===== config.mk =====
export PLATFORM = sky130hd
export DESIGN_NAME = pcie_rx_lane_descrambler
export DESIGN_NICKNAME = d
export VERILOG_FILES = /design/src/rtl/pcie_rx_lane_descrambler.sv
export SDC_FILE = /design/constraint.sdc
export NUM_CORES = 1
export LEC_CHECK = 0
export CAP_MARGIN = 20
export CORE_UTILIZATION = 56
export CTS_CLUSTER_DIAMETER = 120
export DETAILED_ROUTE_END_ITERATION = 12
export PLACE_DENSITY = 0.82
export SLEW_MARGIN = 10
export SYNTH_ARGS = -nofsm -noshare
export SYNTH_HDL_FRONTEND = slang
export SYNTH_SLANG_ARGS = --single-unit

===== constraint.sdc =====
create_clock -name clk -period 18.3 [get_ports clk]
set_input_delay 1.83 -clock clk [delete_from_list [all_inputs] [get_ports clk]]
set_output_delay 1.83 -clock clk [all_outputs]
set_load 0.01 [all_outputs]

===== src/rtl/pcie_rx_lane_descrambler.sv =====
// pcie_rx_lane_descrambler: per-lane PCIe receive descrambler for 8b/10b (Gen1/2)
// and 128b/130b (Gen3+) symbol streams. Registered outputs, one cycle of latency.
module pcie_rx_lane_descrambler (
  input  logic        clk,
  input  logic        reset,
  input  logic        turnOff,
  input  logic        PIPEDataValid,
  input  logic [5:0]  PIPEWIDTH,
  input  logic [1:0]  PIPESyncHeader,
  input  logic [23:0] seedValue,
  input  logic [31:0] PIPEData,
  input  logic [3:0]  PIPEDataK,
  output logic        descramblerDataValid,
  output logic [31:0] descramblerData,
  output logic [3:0]  descramblerDataK,
  output logic [1:0]  descramblerSyncHeader
);

  localparam logic [15:0] POLY16  = 16'h0039;    // x^16 + x^5 + x^4 + x^3 + 1
  localparam logic [22:0] POLY23  = 23'h210125;  // x^23 + x^21 + x^16 + x^8 + x^5 + x^2 + 1
  localparam logic [7:0]  K_COM   = 8'hBC;
  localparam logic [7:0]  K_SKP   = 8'h1C;
  localparam logic [7:0]  OS_SKP  = 8'hAA;
  localparam logic [7:0]  OS_EIE  = 8'h00;

  typedef struct packed {
    logic [15:0] l16;       // Gen1/2 scrambler state
    logic [22:0] l23;       // Gen3 scrambler state
    logic        com_seen;  // previous byte was a COM
    logic [3:0]  ts_cnt;    // remaining clear bytes of a TS ordered set
    logic [3:0]  byte_cnt;  // position inside a 128b/130b block
    logic        blk_os;    // current block is an ordered-set block
    logic        os_skp;    // current OS block is a SKP OS
    logic        os_eie;    // current OS block is an EIEOS
  } lane_state_t;

  localparam lane_state_t ST_INIT = '{l16: 16'hFFFF, l23: 23'd0, com_seen: 1'b0,
                                     ts_cnt: 4'd0, byte_cnt: 4'd0, blk_os: 1'b0,
                                     os_skp: 1'b0, os_eie: 1'b0};

  function automatic logic [15:0] adv16(input logic [15:0] s);
    logic [15:0] r;
    r = s;
    for (int unsigned i = 0; i < 8; i++) r = {r[14:0], 1'b0} ^ (r[15] ? POLY16 : '0);
    return r;
  endfunction

  function automatic logic [7:0] key16(input logic [15:0] s);
    logic [15:0] r;
    logic [7:0]  k;
    r = s;
    k = '0;
    for (int unsigned i = 0; i < 8; i++) begin
      k = {r[15], k[7:1]};
      r = {r[14:0], 1'b0} ^ (r[15] ? POLY16 : '0);
    end
    return k;
  endfunction

  function automatic logic [22:0] adv23(input logic [22:0] s);
    logic [22:0] r;
    r = s;
    for (int unsigned i = 0; i < 8; i++) r = {r[21:0], 1'b0} ^ (r[22] ? POLY23 : '0);
    return r;
  endfunction

  function automatic logic [7:0] key23(input logic [22:0] s);
    logic [22:0] r;
    logic [7:0]  k;
    r = s;
    k = '0;
    for (int unsigned i = 0; i < 8; i++) begin
      k = {r[22], k[7:1]};
      r = {r[21:0], 1'b0} ^ (r[22] ? POLY23 : '0);
    end
    return k;
  endfunction

  function automatic logic is_short_os(input logic [7:0] b);
    return (b == 8'h1C) || (b == 8'h3C) || (b == 8'h7C) || (b == 8'hFC);
  endfunction

  // One byte through the descrambler; returns the next lane state.
  // A TS set is recognised only by a non-short-OS K symbol right after COM;
  // a D byte after COM is ordinary scrambled data.
  function automatic lane_state_t proc_byte(input  lane_state_t s,
                                            input  logic        gen3,
                                            input  logic        os_hdr,
                                            input  logic [7:0]  din,
                                            input  logic        kin,
                                            input  logic [22:0] seed,
                                            output logic [7:0]  dout);
    lane_state_t n;
    n    = s;
    dout = din;
    if (!gen3) begin
      n.com_seen = 1'b0;
      if (kin && din == K_COM) begin
        n.l16      = '1;
        n.ts_cnt   = '0;
        n.com_seen = 1'b1;
      end else if (s.ts_cnt != 4'd0) begin
        n.l16    = adv16(s.l16);
        n.ts_cnt = s.ts_cnt - 4'd1;
      end else if (kin) begin
        if (s.com_seen && !is_short_os(din)) begin
          n.l16    = adv16(s.l16);
          n.ts_cnt = 4'd14;
        end else if (din != K_SKP) begin
          n.l16 = adv16(s.l16);
        end
      end else begin
        dout  = din ^ key16(s.l16);
        n.l16 = adv16(s.l16);
      end
    end else begin
      if (s.byte_cnt == 4'd0) begin
        n.blk_os = os_hdr;
        n.os_skp = os_hdr && (din == OS_SKP);
        n.os_eie = os_hdr && (din == OS_EIE);
      end
      if (n.blk_os && (n.os_skp || n.os_eie)) begin
        dout = din;
      end else if (n.blk_os && s.byte_cnt == 4'd0) begin
        n.l23 = adv23(s.l23);
      end else begin
        dout  = din ^ key23(s.l23);
        n.l23 = adv23(s.l23);
      end
      if (s.byte_cnt == 4'd15 && n.blk_os && n.os_eie) n.l23 = seed;
      n.byte_cnt = s.byte_cnt + 4'd1;
    end
    return n;
  endfunction

  lane_state_t st_q, st_d, st_w;
  logic        seed_load_q, seed_load_d;
  logic        gen3_q, gen3_d;
  logic        valid_q, valid_d;
  logic [31:0] data_q, data_d;
  logic [3:0]  k_q, k_d;
  logic [1:0]  sync_q, sync_d;
  logic [3:0]  act;
  logic [31:0] byte_mask;
  logic        new_gen3, os_hdr;
  logic [7:0]  ob0, ob1, ob2, ob3;
  logic        seed_unused;

  // Active byte lanes from PIPEWIDTH; anything other than 8/16 means 32.
  always_comb begin
    case (PIPEWIDTH)
      6'd8:    act = 4'b0001;
      6'd16:   act = 4'b0011;
      default: act = 4'b1111;
    endcase
    byte_mask   = {{8{act[3]}}, {8{act[2]}}, {8{act[1]}}, {8{act[0]}}};
    new_gen3    = |PIPESyncHeader;
    os_hdr      = (PIPESyncHeader == 2'b01);
    seed_unused = seedValue[23];
  end

  // Next lane state and output word: bypass, hold on invalid, or descramble bytes in order.
  always_comb begin
    st_d        = st_q;
    st_w        = st_q;
    seed_load_d = seed_load_q;
    gen3_d      = gen3_q;
    valid_d     = PIPEDataValid;
    sync_d      = PIPESyncHeader;
    data_d      = '0;
    k_d         = '0;
    ob0         = '0;
    ob1         = '0;
    ob2         = '0;
    ob3         = '0;
    if (turnOff) begin
      st_d        = ST_INIT;
      seed_load_d = 1'b1;
      if (PIPEDataValid) begin
        data_d = PIPEData & byte_mask;
        k_d    = PIPEDataK;
      end
    end else if (PIPEDataValid) begin
      // LFSR23 is loaded lazily from the live seed on first use after reset/bypass
      if (seed_load_q) st_w.l23 = seedValue[22:0];
      if (new_gen3 != gen3_q) begin
        st_w     = ST_INIT;
        st_w.l23 = seedValue[22:0];
      end
      if (act[0]) st_w = proc_byte(st_w, new_gen3, os_hdr, PIPEData[7:0],   PIPEDataK[0], seedValue[22:0], ob0);
      if (act[1]) st_w = proc_byte(st_w, new_gen3, os_hdr, PIPEData[15:8],  PIPEDataK[1], seedValue[22:0], ob1);
      if (act[2]) st_w = proc_byte(st_w, new_gen3, os_hdr, PIPEData[23:16], PIPEDataK[2], seedValue[22:0], ob2);
      if (act[3]) st_w = proc_byte(st_w, new_gen3, os_hdr, PIPEData[31:24], PIPEDataK[3], seedValue[22:0], ob3);
      st_d        = st_w;
      seed_load_d = 1'b0;
      gen3_d      = new_gen3;
      data_d      = {ob3, ob2, ob1, ob0};
      k_d         = PIPEDataK;
    end
  end

  // State and output registers with asynchronous reset.
  always_ff @(posedge clk or posedge reset) begin
    if (reset) begin
      st_q        <= ST_INIT;
      seed_load_q <= 1'b1;
      gen3_q      <= 1'b0;
      valid_q     <= 1'b0;
      data_q      <= '0;
      k_q         <= '0;
      sync_q      <= '0;
    end else begin
      st_q        <= st_d;
      seed_load_q <= seed_load_d;
      gen3_q      <= gen3_d;
      valid_q     <= valid_d;
      data_q      <= data_d;
      k_q         <= k_d;
      sync_q      <= sync_d;
    end
  end

  assign descramblerDataValid  = valid_q;
  assign descramblerData       = data_q;
  assign descramblerDataK      = k_q;
  assign descramblerSyncHeader = sync_q;

endmodule


# Word level (Yosys, flattened, before mapping)

Cells that the tools add are included.

Register bits after elaboration: 92
Output and inout port bits: 39
Word-level logic and storage cells: 398

Add/sub/neg operators: 8
Eq/ne operators: 36
Multiplexer cells: 199
Bitwise logic cells: 74
Reduce and logical (&&, ||, !) cells: 67

Operator list:

| cell                                                            | count |
|---|---|
| 51-bit two-way mux                                              | 15 |
| 23-bit by 22-bit bitwise XOR with 23-bit output                 | 31 |
| 22-bit two-way mux                                              | 32 |
| 16-bit by 6-bit bitwise XOR with 16-bit output                  | 31 |
| 16-bit two-way mux                                              | 24 |
| 23-bit two-way mux                                              | 13 |
| 8-bit two-way mux                                               | 28 |
| 6-bit two-way mux                                               | 32 |
| 8-bit == test, second input constant                            | 12 |
| 32-bit two-way mux                                              | 3 |
| 4-bit two-way mux                                               | 17 |
| 8-bit bitwise XOR                                               | 8 |
| 3-bit two-way mux                                               | 20 |
| 32-bit AND                                                      | 1 |
| 8-bit by 5-bit == test with 1-bit output, second input constant | 4 |
| 8-bit by 6-bit == test with 1-bit output, second input constant | 4 |
| 8-bit by 7-bit == test with 1-bit output, second input constant | 4 |
| 1-bit logical AND                                               | 32 |
| 8-bit logical NOT                                               | 4 |
| 8-bit by 5-bit != test with 1-bit output, second input constant | 4 |
| 7-bit two-way mux                                               | 4 |
| 23-bit bitwise XOR                                              | 1 |
| 5-bit two-way mux                                               | 4 |
| 4-bit by 1-bit adder with 4-bit output, second input constant   | 4 |
| other kinds (17)                                                | 52 |

# Logic depth before layout (Yosys ltp)

Gate-level depths: netlist of run 1.

Depth after elaboration: 105
Depth in mapped cells: 31
Mapped depth without buffers: 28

# Worst setup path before layout of run 1

OpenSTA, ideal clock, no wires.

Kind: input to register
Start point: in PIPESyncHeader[1]
End point: reg st_q[29] in the netlist's numbering
Library setup time: 125 ps
Arrival: 8,451 ps
Path slack: 9,723 ps
Cell stages on the path: 28
Path buffers: 5
Cell sequence: buf_2 or3_1 clkbuf_1 nand2_1 clkbuf_1 and2_1 inv_1 ha_1 or3b_1 clkbuf_1 o211a_1 nor2_2 a21o_1 buf_4 and3_1 a221oi_2 o221ai_4 xnor2_1 xor2_1 a221oi_4 xnor3_2 xor3_1 a222oi_1 xnor3_2 xor2_2 xor2_1 a21oi_1 a2111oi_0

Longest elaborated chain between the ends: 77
Elaborated cells between the ends (all ways): 148

RTL lines:

| what                                                          | line | source |
|---|---|---|
| start, declared                                               | 9    | `input logic [1:0] PIPESyncHeader,` |
| 2-bit OR reduction                                            | 157  | `new_gen3 = \|PIPESyncHeader;` |
| 1-bit != test                                                 | 186  | `if (new_gen3 != gen3_q) begin` |
| 51-bit two-way mux                                            | 186  |  |
| 51-bit two-way mux                                            | 183  | `end else if (PIPEDataValid) begin` |
| 51-bit two-way mux                                            | 176  | `if (turnOff) begin` |
| 22-bit two-way mux                                            | 63   | `for (int unsigned i = 0; i < 8; i++) r = {r[21:0], 1'b0} ^ (r[22] ? POLY23 : '0);` |
| 23-bit by 22-bit bitwise XOR with 23-bit output (2 in series) | 63   |  |
| 22-bit two-way mux                                            | 63   |  |
| (+60 left out)                                                | --   |  |
| 23-bit by 22-bit bitwise XOR with 23-bit output               | 63   |  |
| 23-bit by 22-bit bitwise XOR with 23-bit output               | --   |  |
| 23-bit two-way mux                                            | 122  | `if (n.blk_os && (n.os_skp \|\| n.os_eie)) begin` |
| 23-bit two-way mux                                            | 130  | `if (s.byte_cnt == 4'd15 && n.blk_os && n.os_eie) n.l23 = seed;` |
| 23-bit two-way mux                                            | 96   | `if (!gen3) begin` |
| 51-bit two-way mux (*)                                        | 193  | `if (act[3]) st_w = proc_byte(st_w, new_gen3, os_hdr, PIPEData[31:24], PIPEDataK[3], seedValue[22:0], ob3);` |
| 51-bit two-way mux (*)                                        | 183  |  |
| 51-bit two-way mux (*)                                        | 176  |  |
| end signal, assigned                                          | 213  | `st_q <= st_d;` |
| end, declared                                                 | 136  | `lane_state_t st_q, st_d, st_w;` |

Every way passes the cells marked *; elsewhere a longest branch is shown, timed or not. The select of a mux whose other input is x is not followed.
A chain may end at the register's enable or synchronous reset.

# Worst setup path after layout of run 1

Ends and elaborated chain as after synthesis.

==> results of run 1 <==
==> layer usage <==
metal / GRT usage / up-vias / wire length [um]
li1: - / 6617 / -
met1: 0.615 / 6960 / 20900
met2: 0.608 / 1196 / 21200
met3: 0.113 / 145 / 7790
met4: 0.142 / 0 / 1780
met5: 0 / - / 0
==> per-stage QoR <==
stage,utilization,power [mW]
floorplan,-,2.92
global placement,0.629,3.65
detailed placement,0.629,3.69
CTS,0.643,3.91
global route,0.643,4.25
finish,0.643,4.04
==> registers in the layout, indices dropped and copies added, names as in the netlist <==
name                   count
descramblerData           32
descramblerDataK           4
descramblerDataValid       1
descramblerSyncHeader      2
gen3_q                     1
seed_load_q                1
st_q                      51
==> power breakdown <==
| group | total (mW) | switching (mW) | internal (mW) |
|---|---|---|---|
| sequential | 0.316 | 0.0596 | 0.256 |
| clock | 0.205 | 0.0935 | 0.111 |
| combinational | 3.52 | 1.88 | 1.64 |
==> cell type report <==
class                           count  area (sq um)  share of cell area
Multi-Input combinational cell   1536         10100               0.692
Sequential cell                    92          2320               0.159
Timing Repair Buffer              147          1370              0.0936
Tap cell                          285           357              0.0244
Clock buffer                       11           275              0.0189
Inverter                           33           126             0.00866
Clock inverter                      5          45.0             0.00309
==> worst max-delay path: stages <==
cell	delay (ns)
clkdlybuf4s50_1	0.98
or3_1	0.41
nand2_1	0.50
and2_1	0.37
inv_1	0.06
ha_1	0.17
or3b_1	0.45
a31oi_1	0.39
a21o_1	0.63
o21ai_4	0.28
a222oi_1	0.86
xnor3_2	0.60
xnor2_1	0.17
a21oi_1	0.72
xnor3_2	0.61
xor3_1	0.52
a222oi_1	0.48
xnor3_2	0.59
xor2_2	0.32
xor2_1	0.19
a21oi_1	0.11
a2111oi_0	0.39
==> kinds of logic (layout without fill, tap and decap cells) <==
| kind of cell | after synthesis | after routing |
|---|---|---|
| buffers and inverters | 167 | 196 |
| adder cells (fa/ha/maj) | 14 | 14 |
| AO/OA/AOI/OAI | 638 | 638 |
| AND/OR/NAND/NOR | 588 | 588 |
| multiplexers | 42 | 42 |
| flip-flops | 92 | 92 |
| XOR/XNOR | 254 | 254 |
==> worst min-delay path by stage <==
stage | endpoint | slack [ns] | cells after the start
2_1_floorplan | st_q[0] | 0.51 | 2
3_3_place_gp | st_q[11] | 0.54 | 2
3_5_place_dp | st_q[11] | 0.55 | 2
4_1_cts | st_q[11] | 0.56 | 2
5_1_grt | seed_load_q | 0.58 | 1
6_report | st_q[11] | 0.56 | 2
==> cells in the final DEF, fill, tap and decap left out, drive strengths merged, types with 11 or more instances in the layout <==
| cell type | n |
|---|---|
| clkbuf | 11 |
| nor3 | 33 |
| a22oi | 29 |
| a21oi | 184 |
| or2 | 12 |
| a22o | 11 |
| a211oi | 20 |
| xnor2 | 150 |
| mux2i | 38 |
| nor2 | 200 |
| dfrtp | 75 |
| a221oi | 11 |
| a21o | 15 |
| nand3 | 37 |
| o221ai | 12 |
| and2 | 15 |
| a31oi | 20 |
| ha | 14 |
| xnor3 | 17 |
| or3 | 38 |
| nand2 | 165 |
| o211ai | 18 |
| dfstp | 17 |
| nor4 | 16 |
| nand4 | 13 |
| and3 | 14 |
| xor2 | 82 |
| buf | 40 |
| o21ai | 150 |
| o22ai | 56 |
| clkdlybuf4s50 | 107 |
| inv | 35 |
==> results.json, run 1 <==
{
  "placementRows": 55,
  "period_needed_ns": 11.43,
  "antenna_found_initial": 0,
  "crit_required_ns": 18.53,
  "synth_edf_count": 0,
  "fin_nets": 1905,
  "viasPerCell": 7.07,
  "cts_tree": "done",
  "placed_area_sq_um": 14300,
  "die_area_sq_um": 23900,
  "worstHoldPathType": "register to register",
  "ys_warn_count": 0,
  "holdWs_ns": 0.564,
  "core-area_sq_um": 22700,
  "synthMuxAreaShare": 0.0326,
  "port_buffers": 109,
  "overflow": 0,
  "irDropWorstVdd_v": 0.000424,
  "syn_nets": 1881,
  "layout-area-overhead-vs-synth_pct": 11.9,
  "path_max_fanout": 19,
  "die_y_um": 155,
  "worstRegToRegCells": 22,
  "start_util": 0.574,
  "clk_latency_ns": 0.36,
  "p_leak_nw": 5.66,
  "grt_use_total": 0.426,
  "r2r-end": "st_q[29]",
  "worstHoldStart": "st_q[11]",
  "first_pass_iters": 6,
  "cts.repair.resized": 0,
  "finalMaxSlewViolations": 0,
  "drt-total-wl_um": 51700,
  "period_share": 0.624,
  "setup_viol": 0,
  "ioPinCount": 111,
  "critical_path_arrival_ns": 11.66,
  "rrSetupSlack_ns": 8.73,
  "num_vias": 14918,
  "path_clk_slew_ns": 0.08,
  "endpoint": "st_q[29]",
  "final_area_sq_um": 14600,
  "status": "complete, no violations",
  "async_flop_share": 1.00,
  "ys_types": 94,
  "n_fill_cell": 2072,
  "grt_first_pass_wirelength_um": 78500,
  "clock_tree.buffer_depth": 2,
  "power_density_nw_per_um2": 277,
  "grt_max_degree": 93,
  "avgSynthCellArea_sq_um": 7.27,
  "r2r-start": "gen3_q",
  "start_kind": "input pin",
  "fin_tns_setup_ns": 0,
  "synth_common_cells": "nor2_1, a21oi_1, nand2_1, xnor2_1, o21ai_0",
  "crit_start": "PIPESyncHeader[1]",
  "stdcell_count": 2109,
  "cts-root-buf": "clkbuf_16",
  "cp-end-kind": "register",
  "drive_gt1_frac": 0.0674,
  "synth_area_leader_cell": "dfrtp_1",
  "die_w_um": 155,
  "ys_seq_area_frac": 0.178,
  "synth-simple-area-share": 0.212,
  "antennaDiodeCount": 0,
  "cts_sinks": 92,
  "cts_made_buffers": 9,
  "ant_nets": 0,
  "wl_per_cell_um": 24.5,
  "tightestPinTransition_ns": 1.16,
  "netlist_area_sq_um": 13000,
  "finalWorstSetupSlack_ns": 6.87,
  "synth_cells": 1795,
  "drt_iter0_drc": 2272,
  "yosysTopAreaCellShare": 0.144,
  "post-place-ws_ns": 6.82,
  "htree_levels": 3,
  "synth-compound-area-share": 0.318,
  "drv_cap": 0,
  "holdBufCountCts": 0,
  "synth_top_family_by_area": "compound AO/OA/AOI/OAI gates",
  "post-route-drc-count": 0,
  "synth_adder_area_share": 0.0134,
  "ys.flop_type": "dfrtp_1",
  "rsz0062_at_grt": "false",
  "slew_headroom": 0.230,
  "ys_seq_elements": 92,
  "yosysMostFrequentCell": "nor2_1",
  "first_global_vias": 13353,
  "dp.final_hpwl_um": 38300,
  "clock.fmax_mhz": 87.5,
  "finClkSkew_ns": 0.00887,
  "synthXorXnorAreaFrac": 0.196,
  "path_class": "input pin to register",
  "postCtsSetupRepairBufs": 0,
  "dp.cells": 2093,
  "ys_top_cells_by_area": "dfrtp_1, xnor2_1, a21oi_1, nor2_1, o21ai_0",
  "gp_congestion": 1.01,
  "finalHoldViolCount": 0
}
No activity file was read; power rests on OpenSTA's default activity.
==> inputs of run 2 (changes only) <==
clock period = 11.8 ns   (was 18.3 ns; I/O delays follow)
==> run 2 against run 1 <==
Net effect:
- core utilization up 0.19 points
- total power increased by 55%
- cell count is 0.24% higher
==> results.json, run 2 (same netlist as run 1, synthesis figures left out) <==
{
  "status": "complete, no violations",
  "path_class": "input pin to register",
  "seq_area_sq_um": 2320,
  "drt_iter0_drc": 2296,
  "gp_congestion": 1.00,
  "rsz0062_at_grt": "false",
  "n_fill_cell": 2080,
  "mostFrequentLayoutCells": "nor2_1, a21oi_1, nand2_1",
  "final_common_cell": "nor2_1",
  "port_buffers": 109,
  "top_register": "st_q",
  "cts.repair.resized": 0,
  "worst_path_largest_cell_delay_ns": 0.96,
  "crit_required_ns": 12.02,
  "power_density_nw_per_um2": 429,
  "finalMaxSlewViolations": 0,
  "met2_usage": 0.614,
  "period_share": 0.886,
  "multi_input_area_sq_um": 10100,
  "slew_headroom": 0.230,
  "ant_nets": 0,
  "postCtsSetupRepairBufs": 0,
  "fin_tns_setup_ns": 0,
  "cts_tree": "done",
  "clkPwrFrac": 0.053,
  "core-area_sq_um": 22700,
  "viasPerCell": 7.06,
  "drt-total-wl_um": 52400,
  "critPathBufInv": 3,
  "cp-end-kind": "register",
  "holdBufCountCts": 0,
  "finalHoldViolCount": 0,
  "antennaDiodeCount": 0,
  "crit_path_cell_trace": "clkdlybuf4s50_1, or3_1, nand2_1, and2_1, inv_1, ha_1, or3b_1, a31oi_1, a21o_1, buf_4, o21ai_4, a222oi_1, xnor3_2, xnor2_2, mux2i_1, nand2_1, xor2_1, xor3_1, a222oi_1, xnor3_2, xor2_2, xor2_1, a21oi_1, a2111oi_0",
  "tightestPinTransition_ns": 1.15,
  "cp_top_family": "compound AO/OA/AOI/OAI gates",
  "fin_nets": 1910,
  "first_pass_iters": 8,
  "crit_path_top_delay_cell": "clkdlybuf4s50_1",
  "antenna_found_initial": 0,
  "die_area_sq_um": 23900,
  "drv_cap": 0,
  "internal-power_mw": 3.13,
  "htree_levels": 3,
  "critical_path_arrival_ns": 10.67,
  "cts_sinks": 92,
  "cts_made_buffers": 9,
  "overflow": 0,
  "die_w_um": 155,
  "cts-root-buf": "clkbuf_16",
  "ioPinCount": 111,
  "largest_reg_flops": 51,
  "use_met3": 0.101,
  "dp.final_hpwl_um": 39400,
  "grt_max_degree": 94,
  "num_vias": 14916,
  "placementRows": 55,
  "dp.cells": 2098,
  "period_needed_ns": 10.45,
  "wl_per_cell_um": 24.8,
  "seqPwrFrac": 0.078,
  "layout-area-overhead-vs-synth_pct": 12.2,
  "start_kind": "input pin",
  "setup_viol": 0,
  "clk_latency_ns": 0.36,
  "die_y_um": 155,
  "finClkSkew_ns": 0.00886,
  "path_max_fanout": 19,
  "stdcell_count": 2114,
  "p_switching_mw": 3.14,
  "grt_first_pass_wirelength_um": 79200,
  "combPwrFrac": 0.869,
  "p_leak_nw": 5.69,
  "met1_usage": 0.632,
  "grt_use_total": 0.432,
  "start_util": 0.574,
  "drive_gt1_frac": 0.0700,
  "path_clk_slew_ns": 0.07,
  "clock_tree.buffer_depth": 2,
  "p_sw_frac": 0.501,
  "first_global_vias": 13353,
  "grt_busiest_layer": "met1",
  "clock.fmax_mhz": 95.7,
  "post-route-drc-count": 0,
  "irDropWorstVdd_v": 0.000834,
  "worstHoldPathType": "register to register"
}
## run 2: changes by cell type in the layout (fill, tap and decap cells not counted), sizes merged
cell and delta:
buf +5, bufinv +1, clkinvlp -1
## run 2: path summary, 6_finish.rpt
path                       slack, ns  cells past startpoint                        to         startpoint
max reg2reg                     2.53                     24                  st_q[29]             gen3_q
min in group asynchronous       1.10                      2  descramblerSyncHeader[0]              reset
min reg2reg                     0.56                      2                  st_q[38]           st_q[38]
max in group asynchronous       9.45                      3                  st_q[25]              reset
max                             1.35                     24                  st_q[29]  PIPESyncHeader[0]
min                             0.56                      2                  st_q[38]           st_q[38]
## run 2: layout make-up
| type | instances | share of cell area |
|---|---|---|
| Multi-Input combinational cell | 1536 | 0.690 |
| Sequential cell | 92 | 0.159 |
| Timing Repair Buffer | 152 | 0.0959 |
| Tap cell | 285 | 0.0244 |
| Clock buffer | 11 | 0.0180 |
| Inverter | 33 | 0.00863 |
| Clock inverter | 5 | 0.00419 |
## run 2: power by group through the flow
stage	Clock, mW	Combinational, mW	Sequential, mW
after floorplan	0	4.08	0.448
after global placement	0	5.21	0.485
after detailed placement	0	5.24	0.484
after CTS	0.331	5.30	0.481
after global routing	0.342	5.76	0.491
final	0.330	5.45	0.491
## run 2: worst min-delay path, stage by stage, from the launching register on
cell	delay (ns)
dfstp_2	0.40
nor2_1	0.08
o21ai_0	0.07
## run 2: per-layer routing
metal  vias up  wire length, um
li1       6630                -
met1      6970            21600
met2      1189            21400
met3       127             7810
met4         0             1640
met5         -                0
## run 2: metrics by stage
step	hold WS (ns)	total power [mW]	worst slack (ns)	util	area (sq um)
after floorplan	0.507	4.53	3.87	-	13000
after detailed placement	0.548	5.73	1.22	0.630	14300
after global routing	0.569	6.60	0.824	0.645	14600
after CTS	0.557	6.11	1.52	0.645	14600
after global placement	0.544	5.69	1.47	0.630	14300
final	0.559	6.28	1.35	0.645	14600
